--- src/rtl/dart_turn_ctrl_if.sv ---
// Sensor-side throw handshake plus engine-side dart issue / done signals.
interface dart_turn_if;
    logic       throw_valid_i;
    logic [3:0] throw_x_i;
    logic [3:0] throw_y_i;
    logic       throw_ready_o;
    logic       dart_come_o;
    logic [3:0] dart_position_x_o;
    logic [3:0] dart_position_y_o;
    logic       player_1_done_i;
    logic       player_2_done_i;
    logic       game_set_i;

    modport slave (
        input  throw_valid_i, throw_x_i, throw_y_i,
        input  player_1_done_i, player_2_done_i, game_set_i,
        output throw_ready_o, dart_come_o, dart_position_x_o, dart_position_y_o
    );

    modport master (
        output throw_valid_i, throw_x_i, throw_y_i,
        output player_1_done_i, player_2_done_i, game_set_i,
        input  throw_ready_o, dart_come_o, dart_position_x_o, dart_position_y_o
    );
endinterface

--- src/rtl/dart_turn_ctrl.sv ---
// Turn sequencer between the throw sensor and the dart scoring engine.
// Define DART_THROW_TIMEOUT_EN to inject a zero-score miss when a player stalls.
module dart_turn_ctrl #(
    parameter int MAX_ROUNDS    = 20,
    parameter int THROW_TIMEOUT = 1000,
    parameter int DONE_TIMEOUT  = 16,
    parameter int CNT_W         = 10
) (
    input  logic        clk,
    input  logic        reset,
    input  logic        start_i,
    dart_turn_if.slave  bus,
    output logic        cur_player_o,
    output logic [4:0]  round_o,
    output logic        timeout_o,
    output logic [1:0]  winner_o,
    output logic        draw_o,
    output logic        error_o,
    output logic        game_over_o
);
    typedef enum logic [2:0] {
        S_IDLE, S_WAIT_THROW, S_ISSUE, S_WAIT_DONE, S_OVER
    } state_t;

    typedef struct packed {
        logic [3:0] x;
        logic [3:0] y;
    } pos_t;

    localparam logic [4:0]       MAX_R     = 5'(MAX_ROUNDS);
    localparam logic [CNT_W-1:0] DONE_LAST = CNT_W'(DONE_TIMEOUT - 1);

    state_t           state_q, state_d;
    logic [CNT_W-1:0] cnt_q, cnt_d;
    pos_t             pos_q, pos_d;
    pos_t             in_pos;
    logic             player_q, player_d;
    logic [4:0]       round_q, round_d;
    logic [1:0]       winner_q, winner_d;
    logic             draw_q, draw_d;
    logic             error_q, error_d;
    logic             exp_done, oth_done;

`ifdef DART_THROW_TIMEOUT_EN
    localparam logic [CNT_W-1:0] THROW_LAST = CNT_W'(THROW_TIMEOUT - 1);
    logic timeout_q, timeout_d;
`endif

    // Off-board coordinates are remapped to (0,0), which the engine scores as 0.
    always_comb begin
        in_pos = '{x: bus.throw_x_i, y: bus.throw_y_i};
        if (bus.throw_x_i > 4'd9 || bus.throw_y_i > 4'd9)
            in_pos = '0;
    end

    assign exp_done = player_q ? bus.player_2_done_i : bus.player_1_done_i;
    assign oth_done = player_q ? bus.player_1_done_i : bus.player_2_done_i;

    always_comb begin
        state_d  = state_q;
        cnt_d    = cnt_q;
        pos_d    = pos_q;
        player_d = player_q;
        round_d  = round_q;
        winner_d = winner_q;
        draw_d   = draw_q;
        error_d  = error_q;
`ifdef DART_THROW_TIMEOUT_EN
        timeout_d = 1'b0;
`endif
        case (state_q)
            S_IDLE: begin
                if (start_i) begin
                    player_d = 1'b0;
                    round_d  = 5'd1;
                    cnt_d    = '0;
                    state_d  = S_WAIT_THROW;
                end
            end
            S_WAIT_THROW: begin
                if (bus.throw_valid_i) begin
                    pos_d   = in_pos;
                    state_d = S_ISSUE;
                end
`ifdef DART_THROW_TIMEOUT_EN
                else if (cnt_q == THROW_LAST) begin
                    pos_d     = '0;
                    timeout_d = 1'b1;
                    state_d   = S_ISSUE;
                end else begin
                    cnt_d = cnt_q + 1'b1;
                end
`endif
            end
            S_ISSUE: begin
                cnt_d   = '0;
                state_d = S_WAIT_DONE;
            end
            S_WAIT_DONE: begin
                // A done from the idle player (alone or with the right one) is a protocol error.
                if (oth_done) begin
                    error_d = 1'b1;
                    state_d = S_OVER;
                end else if (exp_done) begin
                    if (bus.game_set_i) begin
                        winner_d = player_q ? 2'b10 : 2'b01;
                        state_d  = S_OVER;
                    end else if (player_q && round_q == MAX_R) begin
                        draw_d  = 1'b1;
                        state_d = S_OVER;
                    end else begin
                        player_d = ~player_q;
                        if (player_q && round_q < MAX_R)
                            round_d = round_q + 5'd1;
                        cnt_d    = '0;
                        state_d  = S_WAIT_THROW;
                    end
                end else if (cnt_q == DONE_LAST) begin
                    error_d = 1'b1;
                    state_d = S_OVER;
                end else begin
                    cnt_d = cnt_q + 1'b1;
                end
            end
            S_OVER: ;
            default: state_d = S_IDLE;
        endcase
    end

    always_ff @(posedge clk or negedge reset) begin
        if (!reset) begin
            state_q  <= S_IDLE;
            cnt_q    <= '0;
            pos_q    <= '0;
            player_q <= 1'b0;
            round_q  <= 5'd0;
            winner_q <= 2'b00;
            draw_q   <= 1'b0;
            error_q  <= 1'b0;
        end else begin
            state_q  <= state_d;
            cnt_q    <= cnt_d;
            pos_q    <= pos_d;
            player_q <= player_d;
            round_q  <= round_d;
            winner_q <= winner_d;
            draw_q   <= draw_d;
            error_q  <= error_d;
        end
    end

`ifdef DART_THROW_TIMEOUT_EN
    always_ff @(posedge clk or negedge reset) begin
        if (!reset) timeout_q <= 1'b0;
        else        timeout_q <= timeout_d;
    end
    assign timeout_o = timeout_q;
`else
    assign timeout_o = 1'b0;
`endif

    assign bus.throw_ready_o     = (state_q == S_WAIT_THROW);
    assign bus.dart_come_o       = (state_q == S_ISSUE);
    assign bus.dart_position_x_o = pos_q.x;
    assign bus.dart_position_y_o = pos_q.y;
    assign cur_player_o          = player_q;
    assign round_o               = round_q;
    assign winner_o              = winner_q;
    assign draw_o                = draw_q;
    assign error_o               = error_q;
    assign game_over_o           = (state_q == S_OVER);
endmodule

--- src/flat_wrapper.sv ---
// flat-port wrapper written by rule: the top's interface ports become plain ports
module dart_turn_ctrl_flat 
#(
    parameter int MAX_ROUNDS    = 20,
    parameter int THROW_TIMEOUT = 1000,
    parameter int DONE_TIMEOUT  = 16,
    parameter int CNT_W         = 10
)
  (clk, reset, start_i, cur_player_o, round_o, timeout_o, winner_o, draw_o, error_o, game_over_o, bus_throw_valid_i, bus_throw_x_i, bus_throw_y_i, bus_player_1_done_i, bus_player_2_done_i, bus_game_set_i, bus_throw_ready_o, bus_dart_come_o, bus_dart_position_x_o, bus_dart_position_y_o);
  dart_turn_if bus_i ();
  input  logic clk;
  input  logic reset;
  input  logic start_i;
  output logic cur_player_o;
  output logic [4:0] round_o;
  output logic timeout_o;
  output logic [1:0] winner_o;
  output logic draw_o;
  output logic error_o;
  output logic game_over_o;
  input wire logic [$bits(bus_i.throw_valid_i)-1:0] bus_throw_valid_i;
  input wire logic [$bits(bus_i.throw_x_i)-1:0] bus_throw_x_i;
  input wire logic [$bits(bus_i.throw_y_i)-1:0] bus_throw_y_i;
  input wire logic [$bits(bus_i.player_1_done_i)-1:0] bus_player_1_done_i;
  input wire logic [$bits(bus_i.player_2_done_i)-1:0] bus_player_2_done_i;
  input wire logic [$bits(bus_i.game_set_i)-1:0] bus_game_set_i;
  output wire logic [$bits(bus_i.throw_ready_o)-1:0] bus_throw_ready_o;
  output wire logic [$bits(bus_i.dart_come_o)-1:0] bus_dart_come_o;
  output wire logic [$bits(bus_i.dart_position_x_o)-1:0] bus_dart_position_x_o;
  output wire logic [$bits(bus_i.dart_position_y_o)-1:0] bus_dart_position_y_o;
  assign bus_i.throw_valid_i = bus_throw_valid_i;
  assign bus_i.throw_x_i = bus_throw_x_i;
  assign bus_i.throw_y_i = bus_throw_y_i;
  assign bus_i.player_1_done_i = bus_player_1_done_i;
  assign bus_i.player_2_done_i = bus_player_2_done_i;
  assign bus_i.game_set_i = bus_game_set_i;
  assign bus_throw_ready_o = bus_i.throw_ready_o;
  assign bus_dart_come_o = bus_i.dart_come_o;
  assign bus_dart_position_x_o = bus_i.dart_position_x_o;
  assign bus_dart_position_y_o = bus_i.dart_position_y_o;
  dart_turn_ctrl #(.MAX_ROUNDS(MAX_ROUNDS), .THROW_TIMEOUT(THROW_TIMEOUT), .DONE_TIMEOUT(DONE_TIMEOUT), .CNT_W(CNT_W)) u_core (.clk(clk), .reset(reset), .start_i(start_i), .bus(bus_i), .cur_player_o(cur_player_o), .round_o(round_o), .timeout_o(timeout_o), .winner_o(winner_o), .draw_o(draw_o), .error_o(error_o), .game_over_o(game_over_o));
endmodule
--- config.mk ---
export PLATFORM = sky130hd
export DESIGN_NAME = dart_turn_ctrl_flat
export DESIGN_NICKNAME = d
export VERILOG_FILES = /design/src/rtl/dart_turn_ctrl_if.sv /design/src/rtl/dart_turn_ctrl.sv /design/src/flat_wrapper.sv
export SDC_FILE = /design/constraint.sdc
export NUM_CORES = 1
export LEC_CHECK = 0
export ABC_AREA = 1
export ABC_CLOCK_PERIOD_IN_PS = 2500
export BUFFER_PORTS_ARGS = -buffer_cell sky130_fd_sc_hd__buf_2
export CAP_MARGIN = 10
export CORE_ASPECT_RATIO = 0.8
export CORE_UTILIZATION = 28
export CTS_BUF_LIST = sky130_fd_sc_hd__clkbuf_8
export DETAILED_ROUTE_END_ITERATION = 16
export MAX_ROUTING_LAYER = met4
export PLACE_DENSITY = 0.54
export SLEW_MARGIN = 20
export SYNTH_ARGS = -nofsm -noshare
export SYNTH_HDL_FRONTEND = slang
export SYNTH_SLANG_ARGS = --single-unit
--- constraint.sdc ---
create_clock -name clk -period 2.5 [get_ports clk]
set_input_delay 0.625 -clock clk [delete_from_list [all_inputs] [get_ports clk]]
set_output_delay 0.625 -clock clk [all_outputs]
set_load 0.03 [all_outputs]
==> flow_metrics.env, run 1 <==
export IMPL_outcome="complete, no violations"
export IMPL_hold_buffers=0
export IMPL_critical_path_class="reg -> out"
export IMPL_crit_path_end_kind="output port"
export IMPL_drv_cap=0
export IMPL_setup_viol=0
export IMPL_finalPower_uw=2282
export IMPL_yosys_area_top_type="dfrtp_1"
export IMPL_mappedNetlistArea_um2=1924
export IMPL_syn_avg_cell_area_um2=7.488
export IMPL_report_final_slew_viol_count=0
export IMPL_clkLatencyLatePin_ps=280
export IMPL_hp_class="in -> async"
export IMPL_critical_path_peak_fanout=10
export IMPL_die_w_um=94.69
export IMPL_path_clk_slew_ps=70
export IMPL_critPathMaxStageDelay_ps=460
export IMPL_arrival_ps=1400
export IMPL_synthTopCellsByArea="dfrtp_1 (40%), nand2_1 (13%), inv_1 (7.2%)"
export IMPL_antenna_left=0
export IMPL_gp_congestion=0.7730
export IMPL_dp_hpwl_um=3088
export IMPL_power_leakage_uw=0.001178
export IMPL_drc=0
export IMPL_slew_headroom=0.5164
export IMPL_fin_crit_sh=0.8090
export IMPL_fmax_mhz=494.5
export IMPL_hold_viol_final=0
export IMPL_drt_initial_drc_count=61
export IMPL_layout_drive_gt1_share=0.2432
export IMPL_ys_ff_latch=31
export IMPL_cts_setup_buffers=0
export IMPL_p_per_area_nw_per_um2=1006
export IMPL_cts_sinks=31
export IMPL_dr_pass1_iters=4
export IMPL_synth_cell_types=29
export IMPL_startpoint_type="flop"
export IMPL_yosys_area_top_type_share=0.4031
export IMPL_synthCells=257
export IMPL_grt_pass1_vias=1545
export IMPL_crit_slowest_cell="dfrtp_1"
export IMPL_ys_seq_area_frac=0.4031
export IMPL_grt_overflow_total=0
export IMPL_fin_nets=313
export IMPL_ioPinCount=37
export IMPL_clock_skew_ps=9.015
export IMPL_ys_flop_type="dfrtp_1"
export IMPL_syn_to_final_growth_pct=17.82
export IMPL_io_buffers=35
export IMPL_root_buffer="clkbuf_8"
export IMPL_cts_resized=0
export IMPL_use_met3=0.03493
export IMPL_rsz0062_at_grt="false"
export IMPL_pre_cts_ws_ps=562.4
export IMPL_grt_util_met1=0.1889
export IMPL_die_area_um2=7210
export IMPL_vias_per_cell=4.489
export IMPL_yosysWarnings=0
export IMPL_cts_tree="yes"
export IMPL_globalRouteTotalUtil=0.1329
export IMPL_syn_num_nets=275
export IMPL_timing_final_ws_setup_ps=477.6
export IMPL_die_h_um=76.15
export IMPL_fin_crit_ps=2022
export IMPL_dr_total_vias=1706
export IMPL_setup_tns_ps=0
export IMPL_n_antenna_cell=0
export IMPL_core_um2=6506
export IMPL_cts_max_level=2
export IMPL_grt_start_max_net_pins=32
export IMPL_synth_edf_count=0
export IMPL_clock_path_buffers=2
export IMPL_crit_chain="inv_2, nand3_1, buf_4, inv_1, buf_2"
export IMPL_use_met2=0.1799
export IMPL_synth_most_common_cell="nand2_1"
export IMPL_routedWlPerCell_um=11.03
export IMPL_peakVddDrop_mv=0.4054
export IMPL_fin_util=0.3485
export IMPL_grt_pass1_wl_um=7279
export IMPL_grt_busiest_layer="met1"
export IMPL_yosys_top_cells_count="nand2_1 (65), inv_1 (37), dfrtp_1 (31)"
export IMPL_row_count=26
export IMPL_wirelength_um=4192
export IMPL_worst_pin_slew_ps=725.3
export IMPL_crit_required_ps=1880
export IMPL_initial_core_util=0.2958
export IMPL_tritoncts_num_buffers=5
export IMPL_async_flop_share=1.000
export IMPL_grt_antenna_before_repair=0
[path summary, 6_finish.rpt]
check / startpoint / to / slack, ps / depth (start not counted)
max in group asynchronous: reset / u_core.bus.dart_position_y_o[0] / 1630 / 1
setup reg to reg: u_core.cnt_q[0] / u_core.cnt_q[2] / 660 / 9
hold reg to reg: u_core.draw_o / u_core.draw_o / 480 / 1
min in group clk: u_core.draw_o / u_core.draw_o / 480 / 1
hold / removal: reset / u_core.cnt_q[6] / 400 / 1
setup / recovery: u_core.state_q[2] / bus_throw_ready_o / 480 / 5
[cell families after synthesis]
family                     after synthesis  synth area share
and+or+nand+nor                        138            0.3505
xor gates and xnor gates                 2          0.009104
adders and majority gates                3           0.01951
buffers and inverters                   44           0.09948
AOI/OAI and AO/OA                       38            0.1164
other                                    1          0.001949
DFF                                     31            0.4031
[report_power, final]
| part | switching, µW | internal [µW] |
|---|---|---|
| combinational | 793 | 315 |
| clock | 184 | 247 |
| sequential | 118 | 624 |
[stage by stage]
step                      hold slack, ps  cell area (µm²)  cells
after floorplan                    329.4             1924    257
after global placement             463.0             2167    372
after detailed placement           459.0             2167    372
after CTS                          423.2             2267    380
after global routing               453.0             2267    380
final                              395.0             2267    380
[layout by cell type, fill, tap and decap left out]
| cell | instances |
|---|---|
| a21o_1 | 1 |
| a21oi_1 | 1 |
| buf_2 | 35 |
| buf_4 | 1 |
| clkbuf_8 | 7 |
| conb_1 | 1 |
| dfrtp_1 | 31 |
| ha_1 | 3 |
| inv_1 | 38 |
| inv_2 | 2 |
| nand2_1 | 65 |
| nand2_2 | 8 |
| nand3_1 | 14 |
| nand3_2 | 2 |
| nand3_4 | 1 |
| nand3b_1 | 3 |
| nand4_1 | 10 |
| nor2_1 | 25 |
| nor2_2 | 2 |
| nor2_4 | 3 |
| nor2_8 | 1 |
| nor3_1 | 1 |
| nor3_2 | 1 |
| o21a_1 | 1 |
| o21ai_0 | 27 |
| o21ai_2 | 7 |
| o21bai_1 | 1 |
| or2_2 | 2 |
| xor2_1 | 2 |
[flip-flops by register name, indices dropped and copies added (netlist names)]
register                      count
u_core.state_q                    3
u_core.error_o                    1
u_core.cur_player_o               1
u_core.round_o                    5
u_core.bus.dart_position_x_o      4
u_core.cnt_q                     10
u_core.winner_o                   2
u_core.draw_o                     1
u_core.bus.dart_position_y_o      4
[layer usage]
layer | vias up | routed length (µm)
li1 | 888 | -
met1 | 778 | 2293
met2 | 35 | 1658
met3 | 5 | 193
met4 | 0 | 47
met5 | - | 0
[worst max-delay path: cells and delay by family, from the launching register on]
kind / cells / cell delay (ps)
simple gates: 1 / 80
flops: 1 / 460
buf+inv: 4 / 590
[layout make-up]
type	instances	area, µm²
Clock buffer	7	96.34
Clock inverter	1	3.754
Fill cell	699	4239
Inverter	39	146.4
Multi-Input combinational cell	182	957.2
Sequential cell	31	775.7
Tap cell	84	105.1
Timing Repair Buffer	36	182.7
(Power assumes the default switching activity.)
==> run 2: changes to the inputs <==
--- a/config.mk
+++ b/config.mk
@@ -6,7 +6,7 @@
 export NUM_CORES = 1
 export LEC_CHECK = 0
 export ABC_AREA = 1
-export ABC_CLOCK_PERIOD_IN_PS = 2500
+export ABC_CLOCK_PERIOD_IN_PS = 1900
 export BUFFER_PORTS_ARGS = -buffer_cell sky130_fd_sc_hd__buf_2
 export CAP_MARGIN = 10
 export CORE_ASPECT_RATIO = 0.8
==> constraint.sdc (replaced) <==
create_clock -name clk -period 1.9 [get_ports clk]
set_input_delay 0.475 -clock clk [delete_from_list [all_inputs] [get_ports clk]]
set_output_delay 0.475 -clock clk [all_outputs]
set_load 0.03 [all_outputs]
==> flow_metrics.env, run 2 (synthesized netlist as in run 1, its figures left out) <==
export IMPL_crit_path_end_kind="output port"
export IMPL_p_per_area_nw_per_um2=1346
export IMPL_crit_required_ps=1420
export IMPL_clock_path_buffers=2
export IMPL_grt_overflow_total=0
export IMPL_pwr_share_seq=0.316
export IMPL_cts_max_level=2
export IMPL_hp_class="in -> async"
export IMPL_grt_antenna_before_repair=0
export IMPL_r2r_end="u_core.cnt_q[1]"
export IMPL_ioPinCount=37
export IMPL_root_buffer="clkbuf_8"
export IMPL_critPathLaunch="u_core.state_q[0]"
export IMPL_endpoint="bus_dart_come_o"
export IMPL_hold_viol_final=0
export IMPL_dp_hpwl_um=3164
export IMPL_peakVddDrop_mv=0.6021
export IMPL_clock_skew_ps=5.421
export IMPL_grt_start_max_net_pins=32
export IMPL_largest_reg_flops=10
export IMPL_hold_buffers=0
export IMPL_fin_crit_ps=1818
export IMPL_cts_sinks=31
export IMPL_top_register="u_core.cnt_q"
export IMPL_initial_core_util=0.2958
export IMPL_grt_pass1_wl_um=7596
export IMPL_die_w_um=94.69
export IMPL_drv_cap=0
export IMPL_io_buffers=35
export IMPL_fmax_mhz=550.1
export IMPL_fillers=714
export IMPL_die_h_um=76.15
export IMPL_finalPower_uw=3105
export IMPL_die_area_um2=7210
export IMPL_fin_nets=316
export IMPL_vias_per_cell=4.509
export IMPL_drc=0
export IMPL_cts_tree="yes"
export IMPL_layoutNonFillerInstCount=383
export IMPL_combinationalPowerShare=0.500
export IMPL_layout_drive_gt1_share=0.2575
export IMPL_dr_pass1_iters=5
export IMPL_setup_tns_ps=0
export IMPL_globalRouteTotalUtil=0.1394
export IMPL_clkLatencyLatePin_ps=280
export IMPL_wirelength_um=4448
export IMPL_gp_congestion=0.7670
export IMPL_syn_to_final_growth_pct=19.90
export IMPL_r2r_start="u_core.state_q[0]"
export IMPL_setup_viol=0
export IMPL_clockPowerShare=0.184
export IMPL_dpl_cell_count=374
export IMPL_critical_path_class="reg -> out"
export IMPL_power_leakage_uw=0.001197
export IMPL_power_switching_uw=1511
export IMPL_n_antenna_cell=0
export IMPL_r2r_cells=8
export IMPL_swShare=0.4866
export IMPL_final_common_cell="nand2_1"
export IMPL_routedWlPerCell_um=11.61
export IMPL_row_count=26
export IMPL_reg2reg_slack_ps=220
export IMPL_p_int_uw=1594
export IMPL_drt_initial_drc_count=104
export IMPL_path_clk_slew_ps=70
export IMPL_rsz0062_at_grt="false"
export IMPL_mostFrequentLayoutCells="nand2_1 (65), inv_1 (38), buf_2 (35)"
export IMPL_outcome="complete, no violations"
export IMPL_critical_path_peak_fanout=6
export IMPL_startpoint_type="flop"
export IMPL_arrival_ps=1340
export IMPL_dr_total_vias=1727
export IMPL_fin_crit_sh=0.9568
export IMPL_hold_ws_ps=200.4
export IMPL_antenna_left=0
export IMPL_grt_pass1_vias=1582
export IMPL_report_final_slew_viol_count=0
export IMPL_tritoncts_num_buffers=5
export IMPL_cts_setup_buffers=0
export IMPL_core_um2=6506
[run 2: final cells by class]
cell class,instances,area (µm²),area share
inverters,39,146.4,0.06345
multi-input cells,183,982.2,0.4257
clock inverters,1,3.754,0.001627
clock buffers,7,96.34,0.04176
repair buffers,38,197.7,0.08568
flip-flops and latches,31,775.7,0.3362
well taps,84,105.1,0.04555
[run 2: routing by layer]
layer,wire length (µm),vias up,GRT usage
li1,-,904,-
met1,2370,781,0.2113
met2,1800,38,0.1741
met3,226,4,0.03792
met4,50,0,0.04545
met5,0,-,-
[run 2: power groups by stage]
stage,clock network [µW],registers [µW],logic (µW)
2_1_floorplan,0,1180,980
3_3_place_gp,0,987,1490
3_5_place_dp,0,983,1500
4_1_cts,594,975,1510
5_1_grt,627,1010,1720
6_report,572,980,1550
[run 2: worst min path at each step]
stage / endpoint / slack [ps] / from / cells past startpoint
final: u_core.cnt_q[7] / 200 / reset / 2
after global routing: u_core.cnt_q[7] / 250 / reset / 2
after CTS: u_core.cur_player_o / 220 / reset / 2
after detailed placement: u_core.draw_o / 480 / u_core.draw_o / 1
after global placement: u_core.draw_o / 470 / u_core.draw_o / 1
after floorplan: u_core.bus.dart_position_x_o[0] / 180 / reset / 0
[run 2: metrics by stage]
stage / utilization / area, µm² / setup WS [ps]
after floorplan: - / 1924 / 125.0
after global placement: 0.3354 / 2182 / 185.7
after detailed placement: 0.3354 / 2182 / 146.0
after CTS: 0.3508 / 2282 / 16.92
after global routing: 0.3546 / 2307 / 8.957
final: 0.3546 / 2307 / 82.10
[run 2: what timing repair did]
item	in CTS	in global routing
endpoints found under the hold margin	0	0
resized for setup	0	3
setup endpoints to repair	0	11
[run 2: critical path, cell delays in order (launching register included)]
cell     delay (ps)
dfrtp_1         470
nor2_2          180
nand2_1         100
inv_1           110
buf_2           200
